$ cat config.mk
export PLATFORM = sky130hd
export DESIGN_NAME = fetch_decode_unit_flat
export DESIGN_NICKNAME = d
export VERILOG_FILES = /design/src/rtl/fetch_decode_unit_if.sv /design/src/rtl/fetch_decode_unit.sv /design/src/flat_wrapper.sv
export SDC_FILE = /design/constraint.sdc
export NUM_CORES = 1
export LEC_CHECK = 0
export BUFFER_PORTS_ARGS = -buffer_cell sky130_fd_sc_hd__buf_4
export CAP_MARGIN = 20
export CELL_PAD_IN_SITES_DETAIL_PLACEMENT = 1
export CELL_PAD_IN_SITES_GLOBAL_PLACEMENT = 1
export CORE_ASPECT_RATIO = 2
export CORE_UTILIZATION = 33
export DETAILED_ROUTE_END_ITERATION = 12
export GPL_ROUTABILITY_DRIVEN = 0
export PLACE_DENSITY_LB_ADDON = 0.1
export SYNTH_ARGS = -nofsm -noshare
export SYNTH_HDL_FRONTEND = slang
export SYNTH_SLANG_ARGS = --single-unit
$ cat constraint.sdc
create_clock -name clk -period 1.2 [get_ports clk]
set_input_delay 0.06 -clock clk [delete_from_list [all_inputs] [get_ports clk]]
set_output_delay 0.06 -clock clk [all_outputs]
set_load 0.03 [all_outputs]
$ cat src/rtl/fetch_decode_unit_if.sv
// Memory read bus between the fetch/decode unit and instruction memory.
// The master issues mem_rd/mem_addr; the slave answers with mem_valid/mem_rdata.
interface fetch_decode_unit_if #(
    parameter int ADDR_W = 12,
    parameter int DATA_W = 16
);
    logic              mem_rd;
    logic [ADDR_W-1:0] mem_addr;
    logic [DATA_W-1:0] mem_rdata;
    logic              mem_valid;

    modport master (
        output mem_rd,
        output mem_addr,
        input  mem_rdata,
        input  mem_valid
    );

    modport slave (
        input  mem_rd,
        input  mem_addr,
        output mem_rdata,
        output mem_valid
    );
endinterface

$ cat src/rtl/fetch_decode_unit.sv
// Fetch/decode/indirect-address controller: PC->AR, M[AR]->IR, decode, indirect.
// Optional FDU_PERF_CNT_EN adds instr_cnt/ind_cnt performance counters.
module fetch_decode_unit #(
    parameter int DATA_W = 16,
    parameter int ADDR_W = 12,
    parameter int OPC_W  = 3
) (
    input  logic                clk,
    input  logic                rst,
    input  logic                start,
    input  logic                halt_req,
    fetch_decode_unit_if.master bus,
    output logic [ADDR_W-1:0]   pc_out,
    output logic [ADDR_W-1:0]   ar_out,
    output logic [DATA_W-1:0]   ir_out,
    output logic                i_out,
    output logic [OPC_W-1:0]    opcode,
    output logic [2**OPC_W-1:0] decode_d,
    output logic                ea_valid,
    input  logic                ea_ack
`ifdef FDU_PERF_CNT_EN
    ,
    output logic [31:0]         instr_cnt,
    output logic [31:0]         ind_cnt
`endif
);

    generate
        if (1 + OPC_W + ADDR_W != DATA_W) begin : g_bad_widths
            $error("fetch_decode_unit: 1+OPC_W+ADDR_W must equal DATA_W");
        end
    endgenerate

    typedef enum logic [2:0] {
        IDLE,
        FETCH,
        READ,
        DECODE,
        INDIRECT,
        DONE
    } state_t;

    state_t state;
    state_t state_nxt;

    logic [ADDR_W-1:0] pc;
    logic [ADDR_W-1:0] ar;
    logic [DATA_W-1:0] ir;
    logic              ind;

    logic [OPC_W-1:0]  opc;
    logic              ind_cycle;

    assign opc       = ir[DATA_W-2 -: OPC_W];
    // All-ones opcode is register-reference/IO and never takes an indirect cycle.
    assign ind_cycle = ir[DATA_W-1] && (opc != {OPC_W{1'b1}});

    // State register
    always_ff @(posedge clk or posedge rst) begin
        if (rst) begin
            state <= IDLE;
        end else begin
            state <= state_nxt;
        end
    end

    // Next-state logic
    always_comb begin
        state_nxt = state;
        case (state)
            IDLE:     if (start) state_nxt = FETCH;
            FETCH:    state_nxt = READ;
            READ:     if (bus.mem_valid) state_nxt = DECODE;
            DECODE:   state_nxt = ind_cycle ? INDIRECT : DONE;
            INDIRECT: if (bus.mem_valid) state_nxt = DONE;
            DONE: begin
                if (ea_ack) state_nxt = halt_req ? IDLE : FETCH;
            end
            default:  state_nxt = IDLE;
        endcase
    end

    // Outputs decoded from the current state and IR
    always_comb begin
        bus.mem_rd = (state == READ) || (state == INDIRECT);
        ea_valid   = (state == DONE);
        decode_d   = '0;
        if (state != IDLE) decode_d[opc] = 1'b1;
    end

    // PC, AR, IR and I register transfers
    always_ff @(posedge clk or posedge rst) begin
        if (rst) begin
            pc  <= '0;
            ar  <= '0;
            ir  <= '0;
            ind <= 1'b0;
        end else begin
            case (state)
                FETCH: ar <= pc;
                READ: begin
                    if (bus.mem_valid) begin
                        ir <= bus.mem_rdata;
                        pc <= pc + ADDR_W'(1);
                    end
                end
                DECODE: begin
                    ar  <= ir[ADDR_W-1:0];
                    ind <= ir[DATA_W-1];
                end
                INDIRECT: begin
                    if (bus.mem_valid) ar <= bus.mem_rdata[ADDR_W-1:0];
                end
                default: ;
            endcase
        end
    end

`ifdef FDU_PERF_CNT_EN
    // Retired-instruction and indirect-cycle counters
    always_ff @(posedge clk or posedge rst) begin
        if (rst) begin
            instr_cnt <= '0;
            ind_cnt   <= '0;
        end else begin
            if (state == DONE && ea_ack) instr_cnt <= instr_cnt + 32'd1;
            if (state == INDIRECT && bus.mem_valid) ind_cnt <= ind_cnt + 32'd1;
        end
    end
`endif

    assign bus.mem_addr = ar;
    assign pc_out       = pc;
    assign ar_out       = ar;
    assign ir_out       = ir;
    assign i_out        = ind;
    assign opcode       = opc;

endmodule

$ cat src/flat_wrapper.sv
// flat-port wrapper written by rule: the top's interface ports become plain ports
module fetch_decode_unit_flat 
#(
    parameter int DATA_W = 16,
    parameter int ADDR_W = 12,
    parameter int OPC_W  = 3
)
  (clk, rst, start, halt_req, pc_out, ar_out, ir_out, i_out, opcode, decode_d, ea_valid, ea_ack, bus_mem_rd, bus_mem_addr, bus_mem_rdata, bus_mem_valid);
  fetch_decode_unit_if #(.ADDR_W(ADDR_W), .DATA_W(DATA_W)) bus_i ();
  input  logic clk;
  input  logic rst;
  input  logic start;
  input  logic halt_req;
  output logic [ADDR_W-1:0] pc_out;
  output logic [ADDR_W-1:0] ar_out;
  output logic [DATA_W-1:0] ir_out;
  output logic i_out;
  output logic [OPC_W-1:0] opcode;
  output logic [2**OPC_W-1:0] decode_d;
  output logic ea_valid;
  input  logic ea_ack;
  output wire logic [$bits(bus_i.mem_rd)-1:0] bus_mem_rd;
  output wire logic [$bits(bus_i.mem_addr)-1:0] bus_mem_addr;
  input wire logic [$bits(bus_i.mem_rdata)-1:0] bus_mem_rdata;
  input wire logic [$bits(bus_i.mem_valid)-1:0] bus_mem_valid;
  assign bus_mem_rd = bus_i.mem_rd;
  assign bus_mem_addr = bus_i.mem_addr;
  assign bus_i.mem_rdata = bus_mem_rdata;
  assign bus_i.mem_valid = bus_mem_valid;
  fetch_decode_unit #(.DATA_W(DATA_W), .ADDR_W(ADDR_W), .OPC_W(OPC_W)) u_core (.clk(clk), .rst(rst), .start(start), .halt_req(halt_req), .bus(bus_i), .pc_out(pc_out), .ar_out(ar_out), .ir_out(ir_out), .i_out(i_out), .opcode(opcode), .decode_d(decode_d), .ea_valid(ea_valid), .ea_ack(ea_ack));
endmodule
==> results by stage <==
Worst setup path:
- The startpoint kind of the worst setup timing path is a flip-flop.
- Walking the worst path, the cells encountered are buf_4 > and2b_2 > buf_4 > o21ba_2 > buf_6.
- The largest stage delay on the critical path is 0.40 ns.
- Among the stages of the critical path, the cell type that occurs most often is buf_4.
- In this run the worst path has a maximum fanout of 4.
- The critical path is of the reg2out type.
- The cell with the largest stage delay on the worst path is dfrtp_1.
- The worst endpoint required time is about 1.1 ns.
- The endpoint type of the worst setup path is an output port.
- The startpoint of the worst-slack reg-to-reg timing path is u_core.state[0]$_DFFE_PP0P_.
- Data arrives at the worst endpoint at between 1.5 and 2 ns.
- The startpoint of the most critical setup path is u_core.state[2]$_DFFE_PP0P_.

STA:
- The count of pins over their slew limit came to 0.
- The final number of setup-violating endpoints is 52.
- Of the available clock period, the critical path in the final layout requires 1.32.
- For the pin with the worst max-slew slack, the measured transition is 0.377 ns.
- The final worst hold slack is around 0.01 ns.
- Setup slack on the critical path of the routed design comes to -0.383 ns.
- On the final layout, the worst clock skew is 0.00584 ns.
- The hold violation total from the final report is 0.
- Measured against its own limit, the worst slew margin works out to 0.748.
- The minimum period implied by the final worst setup slack is 1.58 ns.
- The final total negative setup slack is -17.36 ns.
- Setup repair after global routing could not meet its margin everywhere.
- Derived from the worst setup path, the maximum achievable clock frequency is between 600 and 700 MHz.

Place:
- Summing all placed instances gives a cell area of 3310 um2.
- In this run, placement finished with an instance count of 410.
- The total of buffers placed on input and output ports is 87.
- The HPWL after detailed placement is about 5.3 mm.
- The worst setup slack before clock tree synthesis is -0.260 ns.

Final layout:
- The combined area of the multi-input logic cells is 1290 um2.
- The register area is 1110 um2.
- The number of nets in the final layout is 364.
- Summing all non-filler instances in the final layout gives an area of 3860 um2.
- The antenna diode count is 0.
- The leading cell type in the layout, fill and taps excluded is buf_4.
- The final design utilization is 0.556.
- Compared with the post-synthesis result, the final layout area differs by 62.7%.
- The filler cells instantiated in the layout total 750.
- The top cell types in the final layout, fill and taps aside, are 104 x buf_4, 37 x dfrtp_1, 22 x buf_6.
- The fraction of layout cells with a size suffix above 1 is 0.605.
- Excluding fillers, the count of instances in the completed layout stands at 432.

Pwr:
- The power density over the cells is slightly above 3000 nW/um2.
- The largest voltage drop on the vdd net is approximately 1.4 mV.
- The analysis attributes to cell leakage a power of 1.88 nW.
- Overall power consumption after layout is estimated at 11.8 mW.

Yosys:
- The synthesized design spends more area on one cell type than any other, namely dfrtp_1.
- Counting flops with a built-in enable in the synthesized netlist gives 0.
- The total standard cell area after synthesis is 2370 um2.
- The most used flip-flop cell after synthesis is dfrtp_1.
- The synthesized netlist net count is 249.
- The share of synthesized area in the top cell type comes to 0.464.
- Dividing the synthesized area by the synthesized cell count gives 10.5 um2.
- Of the synthesized area, sequential elements account for 0.464.
- Ranked by total cell area, the synthesized netlist is headed by dfrtp_1 46%, mux2_2 9.5%, buf_4 6.6%.
- Synthesis handed over a netlist of 226 instances.
- The synthesized flop and latch total is 44.
- For this run, the number of Yosys warnings is 0.
- Yosys mapped the design onto 39 distinct sky130hd cell types.
- Of all flip-flops after synthesis, the portion carrying an async set or reset was 1.00.

GRT:
- The largest net degree at the start of global routing is 23.
- The initial antenna violation count is 0.
- Global routing finished with a remaining overflow of 0.
- The via count of the first global-routing pass came to ~2.3k.
- The overall track demand over capacity in global routing is 0.218.
- The first global-routing pass estimated 11.8 mm of wire.

Floorplanning:
- The number of placement rows is 43.
- The number of placed I/O pins is 88.
- In this run the vertical extent of the chip is between 100 and 150 um.
- The die area is 7550 um2.
- The total area inside the core boundary comes to just under 7000 um2.
- The initial core utilization is 0.342.
- The die is slightly above 60 um wide.

Clock tree:
- The total number of clock tree sinks is 44.
- After clock tree synthesis, the clock-pin slew on the worst setup and hold paths is 0.06 ns.
- In this run, CTS created clock tree buffers numbering 5.
- TritonCTS built the clock tree.
- The clock tree buffer depth is 2.
- The H-tree generated during clock tree synthesis spans 2 levels.
- The source-to-sink clock delay at the later pin of the worst-skew pair is 0.29 ns.
- The root buffer cell chosen for the clock tree is clkbuf_16.

Worst hold path:
- The class of the tightest hold or removal check is in2reg.
- In this run the most critical hold path is launched from bus_mem_rdata[1].

Run status:
- The checks that failed: negative setup slack.
- The run finished, with violations left.

Routing:
- The first TritonRoute pass finished after 4 iterations.
- The number of DRC violations after detailed-routing iteration 0 is between 40 and 50.
- The detailed-route vias per instance is 5.03.
- The detailed-route wire length is between 7 and 8 mm.
- In the routed design, unresolved DRC markers number 0.
- The number of nets with antenna violations after detailed routing is 0.
- The total number of vias is 2174.
- In the final routed layout, each cell accounts on average for 17.5 um.

Run:
- Max-cap violations in this run came to 0.
## power by group
part           switching (mW)  internal (mW)
clock                   0.586          0.821
combinational            4.12           3.62
sequential              0.558           2.08
total                    5.26           6.52
## per-layer routing
layer  vias up  share of wire  GRT usage
met3         8          0.026     0.0340
li1       1014              -          -
met1      1100           0.37      0.242
met5         -              0          0
met2        52           0.59      0.396
met4         0          0.016     0.0792
## synthesized netlist by cell type, drive strengths merged, types with 2 or more instances
master   n
dfrtp   44
o21ai   14
inv      5
xor2     4
and2b    2
a21oi    4
mux2    20
nand3    5
nor3     4
nor2     9
nand2   22
o22ai   22
and2     3
nand2b   5
buf     27
xnor2    8
nor2b    2
a21o    11
## what timing repair did
item                                    CTS  global route
hold buffers                              4             0
endpoints found under the hold margin    17             0
endpoints found under the setup margin   52            55
pin swaps                                 5            14
buffers inserted                          9             1
gates resized for setup                  28            45
## cells by family (layout without fill, tap and decap cells)
family          Yosys count  count (layout)  share of synthesized area
compound gates           58              58                      0.159
simple gates             58              58                      0.138
flops                    44              44                      0.464
buf+inv                  33             149                     0.0939
mux                      20              20                     0.0950
xor+xnor                 12              12                     0.0443
fa+ha+maj                 1               1                    0.00528
## worst max-delay path, delay by kind of cell, from the launching register on
kind / cells / cell delay [ns]
simple gates: 1 / 0.19
flops: 1 / 0.40
buf+inv: 3 / 0.42
compound gates: 1 / 0.21
## final timing paths
path	end	slack, ns	cells past startpoint
worst max-delay path	bus_mem_rd	-0.38	5
worst min-delay path	u_core.ir_out[1]$_DFFE_PP0P_	0.01	2
worst max register to register	u_core.pc_out[8]$_DFFE_PP0P_	-0.38	5
worst min register to register	u_core.i_out$_DFFE_PP0N_	0.51	1
max in group asynchronous	u_core.pc_out[2]$_DFFE_PP0P_	0.41	4
min in group asynchronous	u_core.ir_out[7]$_DFFE_PP0P_	0.32	3
## area by class of cell
type | count | area share
clock buffer | 6 | 0.0360
timing repair buffer | 136 | 0.306
clock inverter | 2 | 0.00259
sequential | 44 | 0.288
tap | 90 | 0.0292
multi-input combinational | 149 | 0.334
inverter | 5 | 0.00487
## state kept, by name, summed over array words and instances, names as in the netlist
register	flops
u_core.ar_out	12
u_core.i_out	1
u_core.state	3
u_core.ir_out	16
u_core.pc_out	12
Power figures use the tool's default switching activity.
